==> src/rtl/asyn_fifo.sv <==
// -----------------------------------------------------------------------------
// asyn_fifo
// This is a single-clock FIFO. All state is updated on the rising edge of clk_wr.
// The name and the clk_rd port are kept so that existing instantiations still connect.
//
// Ports
//   clk_wr     : sole clock of the block
//   rst        : synchronous active-low reset, sampled on rising clk_wr
//   clk_rd     : kept for port compatibility; it is not used
//   en_wr/Din  : write request and write data
//   en_rd/Dout : read request and registered read data (one-clock latency)
//   empty/full : combinational occupancy flags, derived from the pointers
//   head_bin/tail_bin   : binary write/read pointers, ADDR_WIDTH+1 bits (debug)
//   head_gray/tail_gray : Gray-coded copies of those pointers (debug)
// -----------------------------------------------------------------------------
module asyn_fifo #(
   parameter int ADDR_WIDTH = 4,
   parameter int DATA_WIDTH = 8
) (
   input  logic                  clk_wr,
   input  logic                  rst,
   input  logic                  clk_rd,
   input  logic                  en_wr,
   input  logic                  en_rd,
   input  logic [DATA_WIDTH-1:0] Din,
   output logic [DATA_WIDTH-1:0] Dout,
   output logic                  empty,
   output logic                  full,
   output logic [ADDR_WIDTH:0]   head_bin,
   output logic [ADDR_WIDTH:0]   tail_bin,
   output logic [ADDR_WIDTH:0]   head_gray,
   output logic [ADDR_WIDTH:0]   tail_gray
);

   localparam int              DEPTH   = 1 << ADDR_WIDTH;
   localparam logic [ADDR_WIDTH:0] PTR_ONE = {{ADDR_WIDTH{1'b0}}, 1'b1};

   logic [DATA_WIDTH-1:0] r_mem [DEPTH];
   logic [ADDR_WIDTH:0]   r_head;
   logic [ADDR_WIDTH:0]   r_tail;
   logic [DATA_WIDTH-1:0] r_dout;
   logic                  w_wr_ok;
   logic                  w_rd_ok;
   logic                  w_unused_clk_rd;

   assign w_unused_clk_rd = clk_rd;

   // The extra pointer MSB separates "wrapped once" from "same lap".
   // That lets equal low bits mean either empty or full.
   assign empty = (r_head == r_tail);
   assign full  = (r_head[ADDR_WIDTH] != r_tail[ADDR_WIDTH]) &&
                  (r_head[ADDR_WIDTH-1:0] == r_tail[ADDR_WIDTH-1:0]);

   // Acceptance uses the flags from before the edge.
   // A write to an empty FIFO cannot be read in the same cycle.
   // A read from a full FIFO does not free a slot for a write in the same cycle.
   assign w_wr_ok = en_wr & ~full;
   assign w_rd_ok = en_rd & ~empty;

   always_ff @(posedge clk_wr) begin
      if (!rst) begin
         r_head <= '0;
         r_tail <= '0;
         r_dout <= '0;
      end else begin
         if (w_wr_ok) r_head <= r_head + PTR_ONE;
         if (w_rd_ok) begin
            r_dout <= r_mem[r_tail[ADDR_WIDTH-1:0]];
            r_tail <= r_tail + PTR_ONE;
         end
      end
   end

   // Storage is not reset. Its contents only become visible through
   // pointer-qualified reads, so stale data from before a reset is never seen.
   always_ff @(posedge clk_wr) begin
      if (rst && w_wr_ok) r_mem[r_head[ADDR_WIDTH-1:0]] <= Din;
   end

   assign Dout      = r_dout;
   assign head_bin  = r_head;
   assign tail_bin  = r_tail;
   assign head_gray = r_head ^ (r_head >> 1);
   assign tail_gray = r_tail ^ (r_tail >> 1);

endmodule

==> config.mk <==
export PLATFORM = sky130hd
export DESIGN_NAME = asyn_fifo
export DESIGN_NICKNAME = d
export VERILOG_FILES = /design/src/rtl/asyn_fifo.sv
export SDC_FILE = /design/constraint.sdc
export NUM_CORES = 1
export LEC_CHECK = 0
export ABC_AREA = 1
export BUFFER_PORTS_ARGS = -buffer_cell sky130_fd_sc_hd__buf_2
export CORE_MARGIN = 1
export CORE_UTILIZATION = 45
export CTS_CLUSTER_SIZE = 20
export DETAILED_ROUTE_END_ITERATION = 12
export GPL_TIMING_DRIVEN = 0
export PLACE_DENSITY_LB_ADDON = 0.3
export SYNTH_ARGS = -nofsm -noshare
export SYNTH_HDL_FRONTEND = slang
export SYNTH_SLANG_ARGS = --single-unit
==> constraint.sdc <==
create_clock -name clk_wr -period 2.14 [get_ports clk_wr]
set_input_delay 0.214 -clock clk_wr [delete_from_list [all_inputs] [get_ports clk_wr]]
set_output_delay 0.214 -clock clk_wr [all_outputs]
set_load 0.1 [all_outputs]
==> flow_metrics.env, run 1 <==
export IMPL_max_clock_freq_ghz=0.461
export IMPL_cts_reportedPaths_clkPinSlew_ns=0.06
export IMPL_std_cell_rows=44
export IMPL_htree_num_levels=4
export IMPL_num_io_pins=43
export IMPL_power_leakage_nw=3.48
export IMPL_yosys_warnings=0
export IMPL_worst_setup_path_end_kind="flip-flop"
export IMPL_grt_max_degree=17
export IMPL_syn_num_nets=719
export IMPL_fp_dieH_um=124
export IMPL_clock_sinks=146
export IMPL_syn_to_final_growth_pct=17.1
export IMPL_dieArea_mm2=0.0155
export IMPL_synthCells=694
export IMPL_slew_violations=0
export IMPL_wl_per_cell_um=17.6
export IMPL_synth_top_cells_by_count="nand2_1, edfxtp_1, inv_1, nand3_1, nor2_1"
export IMPL_finalSetupViolations=22
export IMPL_ctsHoldBuffers=0
export IMPL_fin_ws_ns=-0.0313
export IMPL_crit_family="simple AND/OR/NAND/NOR gates"
export IMPL_die_x_um=124
export IMPL_antenna_found_initial=0
export IMPL_cp_start_kind="flip-flop"
export IMPL_first_pass_iters=7
export IMPL_portBuffers=40
export IMPL_rsz0062_at_grt="true"
export IMPL_synth_seq_cells=146
export IMPL_cap_violations=0
export IMPL_coreArea_mm2=0.0146
export IMPL_clk_latency_ns=0.42
export IMPL_yosysTopAreaCell="edfxtp_1"
export IMPL_vias_per_cell=5.12
export IMPL_arrival_ns=2.23
export IMPL_hold_path_class="input pin to flip-flop"
export IMPL_crit_chain="buf_4, inv_4, nand2_4, nand2_4, nor2_8, nand3_4, nand2_4, inv_2, nand2_2, nor2_2"
export IMPL_start_util_pct=46.3
export IMPL_drive_gt1_share_pct=18.7
export IMPL_dp_hpwl_um=11500
export IMPL_grt_remaining_overflow=0
export IMPL_violations="negative setup slack"
export IMPL_num_antenna_cells=0
export IMPL_syn_area_mm2=0.00675
export IMPL_postLayoutCoreUtil_pct=54.2
export IMPL_syn_avg_cell_area_um2=9.73
export IMPL_n_fill_cell=1261
export IMPL_yosysSeqAreaShare_pct=62.3
export IMPL_hold_slack_ns=0.133
export IMPL_critPathKind="flip-flop to flip-flop"
export IMPL_hold_viol=0
export IMPL_max_stage_delay_ns=0.44
export IMPL_ant_nets=0
export IMPL_synthArstFlopShare_pct=0
export IMPL_wirelength_um=16700
export IMPL_drc=0
export IMPL_synth_edf_count=128
export IMPL_ys_types=28
export IMPL_drtIter0Drc=419
export IMPL_seq_area_mm2=0.00422
export IMPL_grtUsageTotal_pct=22.9
export IMPL_synth_most_common_cell="nand2_1"
export IMPL_cts_root_buf="clkbuf_16"
export IMPL_multi_input_area_mm2=0.00201
export IMPL_path_max_fanout=8
export IMPL_cts_buffer_depth=2
export IMPL_yosys_most_used_dff="edfxtp_1"
export IMPL_finalWeightedCongestion=0.872
export IMPL_final_nets=779
export IMPL_worst_pin_slew_ns=0.889
export IMPL_cpMostUsedCell="nand2_4"
export IMPL_via_count=4866
export IMPL_worstPathRequired_ns=2.19
export IMPL_crit_buf_inv=3
export IMPL_status="finished with violations"
export IMPL_vdd_drop_max_mv=0.597
export IMPL_crit_slowest_cell="nor2_2"
export IMPL_synth_area_leaders="edfxtp_1, nand2_1, nand3_1"
export IMPL_grt_pass1_vias=4736
export IMPL_cts_made_buffers=17
export IMPL_cts_tree="built"
export IMPL_synth_top_area_share_pct=56.9
export IMPL_timing_final_crit_share_pct=101
export IMPL_skew_ns=0.00628
export IMPL_slew_headroom_pct=40.4
export IMPL_p_per_area_mw_per_mm2=946
export IMPL_fin_crit_ns=2.17
export IMPL_grt_pass1_wl_um=26300
==> sequential cells by signal, indices dropped and copies added (netlist names) <==
name / count
Dout: 8
head_bin: 5
r_mem: 128
tail_bin: 5
==> worst min-delay path, cell delays in order <==
cell	delay [ns]
buf_2	0.17
nand2_1	0.09
nor2_1	0.04
==> final cells by class <==
class | count | area share (%)
Inverter | 120 | 5.73
Sequential cell | 146 | 53.4
Buffer | 32 | 2.39
Clock buffer | 18 | 5.43
Timing Repair Buffer | 41 | 2.85
Multi-Input combinational cell | 396 | 25.5
Tap cell | 184 | 2.91
Clock inverter | 13 | 1.82
==> per-layer routing <==
layer  vias to the layer above  global-route usage [%]  share of wire (%)
met1                      2315                    30.7                 42
met5                         -                       0                  0
met2                       194                    36.8                 49
li1                       2327                       -                  -
met4                         0                    9.00                2.2
met3                        30                    4.21                6.8
==> path summary, 6_finish.rpt <==
kind	from	to	slack, ns	cells after the start
setup / recovery	tail_bin[1]$_SDFFE_PN0P_	r_mem[15][1]$_DFFE_PP_	-0.03	10
hold / removal	rst	Dout[7]$_SDFFE_PN0P_	0.13	3
setup reg to reg	tail_bin[1]$_SDFFE_PN0P_	r_mem[15][1]$_DFFE_PP_	-0.03	10
hold reg to reg	Dout[3]$_SDFFE_PN0P_	Dout[3]$_SDFFE_PN0P_	0.53	4
==> per-stage QoR <==
stage	std cells	setup slack, ns	setup TNS [ns]	instance area [um^2]	power (mW)
6_report	950	-0.0313	-0.326	7910	7.48
4_1_cts	949	-0.225	-3.55	7860	7.50
5_1_grt	950	-0.127	-4.35	7910	7.72
2_1_floorplan	694	-0.0761	-2.43	6780	4.27
3_3_place_gp	918	-0.475	-19.61	7210	4.61
3_5_place_dp	918	-0.470	-22.09	7220	4.63
==> cell families after synthesis <==
family	count (synthesis)	share of synthesized area, %
and+or+nand+nor	367	23.9
buffers and inverters	152	9.51
DFF	146	62.3
adders and majority gates	12	2.22
xor gates and xnor gates	11	1.54
AOI/OAI and AO/OA	6	0.500
==> placed cells by master, fill, tap and decap left out, drive strengths merged <==
| master | Yosys | routed |
|---|---|---|
| nor3 | 4 | 4 |
| inv | 119 | 119 |
| nand3b | 2 | 2 |
| xnor2 | 3 | 3 |
| clkinv | 1 | 9 |
| ha | 12 | 12 |
| xor2 | 8 | 8 |
| nand2 | 217 | 217 |
| clkinvlp | 0 | 2 |
| clkbuf | 8 | 26 |
| nor2 | 38 | 38 |
| a21oi | 6 | 6 |
| bufinv | 0 | 3 |
| buf | 24 | 65 |
| nand3 | 106 | 106 |
| dfxtp | 18 | 18 |
| edfxtp | 128 | 128 |
==> where the power goes <==
group / internal, mW / leakage, nW / total [mW] / switching, mW
clock: 1.80 / 0.275 / 2.88 / 1.08
sequential: 3.15 / 1.31 / 3.18 / 0.0322
combinational: 0.319 / 1.90 / 1.41 / 1.09
==> timing repair <==
action	4_1_cts	5_1_grt
gates resized for setup	20	6
pin swaps	0	1
endpoints found under the hold margin	0	0
endpoints found under the setup margin	122	79
setup buffers	0	1
Note: power is estimated with default switching activity, not from simulation.
==> run 2: changes to the inputs <==
Settings changed: GPL_TIMING_DRIVEN 0 to unset.
==> run 2 against run 1 <==
- the run now ends clean
- flip-flop and latch count did not move
- first-iteration DRC count down 6.4%
- die area unchanged
- worst hold slack gained 0.0066 ns
- register-to-register slack improved by 0.37 ns
- critical path type is now flip-flop to output pin
- largest cell class unchanged
- largest power group unchanged
==> flow_metrics.env, run 2 (synthesis results as in run 1) <==
export IMPL_status="finished, final reports clean"
export IMPL_power_leakage_nw=3.48
export IMPL_final_common_cell="nand2_1"
export IMPL_grt_remaining_overflow=0
export IMPL_htree_num_levels=4
export IMPL_seqPwrFrac_pct=42.9
export IMPL_finalSetupTns_ns=0
export IMPL_ctsHoldBuffers=0
export IMPL_hold_slack_ns=0.140
export IMPL_die_x_um=124
export IMPL_max_stage_delay_ns=0.42
export IMPL_wirelength_um=14800
export IMPL_fin_ws_ns=0.0982
export IMPL_final_cell_mix="nand2_1, edfxtp_1, inv_1"
export IMPL_swShare_pct=30.3
export IMPL_cts_buffer_depth=2
export IMPL_via_count=4633
export IMPL_vdd_drop_max_mv=0.686
export IMPL_clock_sinks=146
export IMPL_dp_hpwl_um=9590
export IMPL_route_top_layer_used="met4"
export IMPL_dieArea_mm2=0.0155
export IMPL_hold_viol=0
export IMPL_antenna_found_initial=0
export IMPL_drtIter0Drc=392
export IMPL_finalWeightedCongestion=0.842
export IMPL_p_total_mw=7.43
export IMPL_start_util_pct=46.3
export IMPL_clk_latency_ns=0.42
export IMPL_cp_start_kind="flip-flop"
export IMPL_r2r_cells=8
export IMPL_routed_wl_met3_um=747
export IMPL_route_layer_met1_wl_um=6400
export IMPL_final_nets=769
export IMPL_crit_slowest_cell="buf_2"
export IMPL_first_pass_iters=7
export IMPL_arrival_ns=1.83
export IMPL_syn_to_final_growth_pct=16.1
export IMPL_num_io_pins=43
export IMPL_finalSetupViolations=0
export IMPL_grtUsageTotal_pct=20.2
export IMPL_wl_per_cell_um=15.7
export IMPL_skew_ns=0.00554
export IMPL_path_max_fanout=31
export IMPL_wl_met2_um=7360
export IMPL_p_per_area_mw_per_mm2=949
export IMPL_max_clock_freq_ghz=0.490
export IMPL_cts_tree="built"
export IMPL_crit_chain="buf_4, ha_1, buf_2"
export IMPL_ant_nets=0
export IMPL_portBuffers=41
export IMPL_fin_crit_ns=2.04
export IMPL_postCtsSetupBuffers=0
export IMPL_cts_made_buffers=17
export IMPL_rsz0062_at_grt="false"
export IMPL_worst_pin_slew_ns=0.534
export IMPL_netSwitchingPower_mw=2.25
export IMPL_vias_per_cell=4.92
export IMPL_hold_path_class="input pin to flip-flop"
export IMPL_worstPathRequired_ns=1.93
export IMPL_dp_worst_setup_slack_ns=0.353
export IMPL_p_clk_share_pct=39.1
export IMPL_grt_pass1_wl_um=23700
export IMPL_worst_setup_path_end_kind="output pin"
export IMPL_timing_final_crit_share_pct=95.4
export IMPL_largest_reg_flops=128
export IMPL_cts_root_buf="clkbuf_16"
export IMPL_grt_max_degree=67
export IMPL_drc=0
export IMPL_r2r_start="tail_bin[4]$_SDFFE_PN0P_"
export IMPL_p_int_mw=5.18
export IMPL_fp_dieH_um=124
export IMPL_crit_end="tail_gray[0]"
export IMPL_r2r_end="r_mem[7][2]$_DFFE_PP_"
export IMPL_slew_headroom_pct=64.3
export IMPL_drive_gt1_share_pct=17.0
export IMPL_crit_start="tail_bin[1]$_SDFFE_PN0P_"
export IMPL_coreArea_mm2=0.0146
export IMPL_grt_pass1_vias=4488
export IMPL_cts_resized=0
export IMPL_regToRegSetupSlack_ns=0.34
export IMPL_critPathKind="flip-flop to output pin"
export IMPL_slew_violations=0
export IMPL_std_cell_rows=44
export IMPL_p_comb_share_pct=18.0
export IMPL_num_antenna_cells=0
export IMPL_cap_violations=0
export IMPL_cts_reportedPaths_clkPinSlew_ns=0.06
-- run 2: cell count changes in the layout (fill, tap and decap cells not counted), sizes merged --
cell | previous run | this run
buf | 65 | 63
bufinv | 3 | 2
clkbuf | 26 | 18
clkinv | 9 | 5
clkinvlp | 2 | 4
inv | 119 | 123
-- run 2: how the worst min path moves through the flow --
stage | slack [ns] | cells past startpoint | startpoint | end
after floorplan | 0.31 | 0 | Din[0] | r_mem[0][0]$_DFFE_PP_
after detailed placement | 0.51 | 4 | Dout[5]$_SDFFE_PN0P_ | Dout[5]$_SDFFE_PN0P_
after CTS | 0.12 | 3 | en_wr | head_bin[4]$_SDFFE_PN0P_
after global routing | 0.15 | 3 | en_wr | head_bin[2]$_SDFFE_PN0P_
final | 0.14 | 3 | en_wr | head_bin[2]$_SDFFE_PN0P_
after global placement | 0.51 | 4 | Dout[3]$_SDFFE_PN0P_ | Dout[3]$_SDFFE_PN0P_
-- run 2: final cells by class --
type                    instances  area, um^2
clock buffers                  18         429
inverters                     120         453
well taps                     184         230
flip-flops and latches        146        4220
repair buffers                 63         425
multi-input cells             396        1920
clock inverters                14         155
fillers                      1243        6760
-- run 2: critical path, delay by kind of cell (launching register included) --
kind | cells | cell delay [ns]
flops | 1 | 0.38
fa+ha+maj | 1 | 0.34
buf+inv | 2 | 0.67
-- run 2: stage by stage --
stage,cell area [um^2],utilization [%],std cells
5_1_grt,7830,53.7,941
6_report,7830,53.7,941
4_1_cts,7830,53.7,941
2_1_floorplan,6780,-,694
3_5_place_dp,7250,49.7,909
3_3_place_gp,7250,49.7,909
-- run 2: metal layers --
layer	up-vias	GRT usage [%]
met1	2167	26.8
met5	-	0
li1	2311	-
met3	22	3.09
met4	0	9.07
met2	133	32.7
-- run 2: power by group through the flow --
stage | Combinational, mW | Clock, mW | Sequential [mW]
final | 1.34 | 2.91 | 3.19
after global routing | 1.44 | 3.06 | 3.19
after CTS | 1.34 | 2.93 | 3.19
after detailed placement | 1.33 | 0 | 3.25
after global placement | 1.32 | 0 | 3.25
after floorplan | 0.780 | 0 | 3.49
==> run 3: changes to the inputs <==
Settings changed: CORE_UTILIZATION 45 to 55.
==> run 3 against run 2 <==
- count of clock-buffer cells in the layout did not move
- clock skew rose by 0.012 ns
- critical path depth unchanged
- clock power down 11%
- combinational power decreased by 4%
- flip-flop and latch count is the same
- critical path type unchanged
- highest routed layer unchanged
- sequential power is essentially flat
- via count is 1.7% higher
- worst hold slack got worse by 0.0029 ns
==> flow_metrics.env, run 3 (synthesis results as in run 1) <==
export IMPL_status="finished, final reports clean"
export IMPL_grt_pass1_vias=4634
export IMPL_cts_root_buf="clkbuf_16"
export IMPL_p_per_area_mw_per_mm2=918
export IMPL_via_count=4714
export IMPL_worst_pin_slew_ns=0.586
export IMPL_seqPwrFrac_pct=45.4
export IMPL_r2r_end="r_mem[14][5]$_DFFE_PP_"
export IMPL_dpl_cell_count=872
export IMPL_cts_made_buffers=17
export IMPL_rsz0062_at_grt="false"
export IMPL_drive_gt1_share_pct=16.9
export IMPL_htree_num_levels=4
export IMPL_num_antenna_cells=0
export IMPL_dieArea_mm2=0.0127
export IMPL_whs_path_depth=3
export IMPL_drtIter0Drc=469
export IMPL_cp_start_kind="flip-flop"
export IMPL_power_leakage_nw=3.46
export IMPL_swShare_pct=30.6
export IMPL_ant_nets=0
export IMPL_first_pass_iters=5
export IMPL_whs_endpoint="head_bin[3]$_SDFFE_PN0P_"
export IMPL_path_max_fanout=20
export IMPL_num_io_pins=43
export IMPL_std_cell_rows=40
export IMPL_hold_path_class="input pin to flip-flop"
export IMPL_cts_resized=0
export IMPL_max_clock_freq_ghz=0.484
export IMPL_grt_max_degree=65
export IMPL_final_common_cell="nand2_1"
export IMPL_cts_buffer_depth=2
export IMPL_p_comb_share_pct=18.1
export IMPL_finalWeightedCongestion=0.948
export IMPL_largest_reg_flops=128
export IMPL_dp_hpwl_um=9570
export IMPL_die_x_um=113
export IMPL_vdd_drop_max_mv=0.800
export IMPL_grt_remaining_overflow=0
export IMPL_postLayoutCoreUtil_pct=64.3
export IMPL_clock_sinks=146
export IMPL_worst_setup_path_end_kind="output pin"
export IMPL_skew_ns=0.0180
export IMPL_netSwitchingPower_mw=2.17
export IMPL_postCtsSetupBuffers=0
export IMPL_portBuffers=41
export IMPL_p_total_mw=7.09
export IMPL_finalSetupViolations=0
export IMPL_coreArea_mm2=0.0120
export IMPL_cts_tree="built"
export IMPL_final_nets=769
export IMPL_wirelength_um=14800
export IMPL_final_cells=903
export IMPL_p_int_mw=4.92
export IMPL_fin_crit_ns=2.07
export IMPL_arrival_ns=1.85
export IMPL_final_cell_mix="nand2_1, edfxtp_1, inv_1"
export IMPL_cts_reportedPaths_clkPinSlew_ns=0.06
export IMPL_crit_slowest_cell="dfxtp_4"
export IMPL_max_stage_delay_ns=0.50
export IMPL_ctsHoldBuffers=0
export IMPL_syn_to_final_growth_pct=14.4
export IMPL_start_util_pct=56.2
export IMPL_r2r_cells=10
export IMPL_drc=0
export IMPL_crit_chain="buf_4, ha_1, buf_2"
export IMPL_cap_violations=0
export IMPL_critPathKind="flip-flop to output pin"
export IMPL_vias_per_cell=5.22
export IMPL_antenna_found_initial=0
export IMPL_p_clk_share_pct=36.5
export IMPL_hold_start="en_wr"
export IMPL_slew_headroom_pct=60.9
export IMPL_fp_dieH_um=113
export IMPL_grtUsageTotal_pct=25.3
export IMPL_wl_per_cell_um=16.4
export IMPL_timing_final_crit_share_pct=96.6
export IMPL_clk_latency_ns=0.43
export IMPL_hold_viol=0
export IMPL_grt_pass1_wl_um=23300
export IMPL_r2r_start="tail_bin[0]$_SDFFE_PN0P_"
export IMPL_worstPathRequired_ns=1.93
export IMPL_slew_violations=0
export IMPL_regToRegSetupSlack_ns=0.31
run 3: cell types whose count changed in the layout (fill, tap and decap cells not counted), sizes merged:
cell    previous run  this run
clkinv             5         8
inv              123       121
bufinv             2         0
run 3: critical path, delay by kind of cell, from the launching register on:
family | cells | cell delay, ns
adder cells (fa/ha/maj) | 1 | 0.18
buffers and inverters | 2 | 0.74
flip-flops | 1 | 0.50
run 3: area by class of cell:
| class | count | area (um^2) |
|---|---|---|
| Clock buffer | 18 | 429 |
| Clock inverter | 13 | 88.8 |
| Fill cell | 940 | 4290 |
| Inverter | 120 | 453 |
| Multi-Input combinational cell | 396 | 1920 |
| Sequential cell | 146 | 4220 |
| Tap cell | 147 | 184 |
| Timing Repair Buffer | 63 | 425 |
run 3: worst max-delay path by stage:
stage          slack, ns  cells after the start                     start                     to
6_report            0.07                      3  tail_bin[1]$_SDFFE_PN0P_           tail_gray[1]
3_3_place_gp        0.34                     10  tail_bin[0]$_SDFFE_PN0P_  r_mem[0][1]$_DFFE_PP_
5_1_grt            0.003                      3  tail_bin[1]$_SDFFE_PN0P_           tail_gray[0]
4_1_cts             0.07                      3  tail_bin[1]$_SDFFE_PN0P_           tail_gray[1]
2_1_floorplan      -0.08                      5  tail_bin[4]$_SDFFE_PN0P_  r_mem[4][0]$_DFFE_PP_
3_5_place_dp        0.33                     10  tail_bin[0]$_SDFFE_PN0P_  r_mem[0][2]$_DFFE_PP_
run 3: metal layers:
metal,part of all wire [%],wire length [um],track usage (%),up-vias
li1,-,-,-,2305
met1,41,6110,31.2,2209
met2,49,7330,42.9,171
met3,6.8,1000,6.43,29
met4,2.5,366,9.78,0
met5,0,0,0,-
run 3: through the flow:
step	setup TNS, ns	instance area, um^2	worst slack (ns)	hold WS [ns]
final	0	7720	0.0719	0.137
after floorplan	-2.43	6780	-0.0761	0.313
after CTS	0	7720	0.0668	0.114
after detailed placement	0	7200	0.331	0.514
after global placement	0	7200	0.343	0.505
after global routing	0	7720	0.00331	0.139
run 3: power by group through the flow:
stage / sequential, mW / clock (mW) / combinational, mW
2_1_floorplan: 3.49 / 0 / 0.780
3_3_place_gp: 3.27 / 0 / 1.27
3_5_place_dp: 3.27 / 0 / 1.28
4_1_cts: 3.21 / 2.63 / 1.29
5_1_grt: 3.22 / 2.73 / 1.39
6_report: 3.22 / 2.58 / 1.29
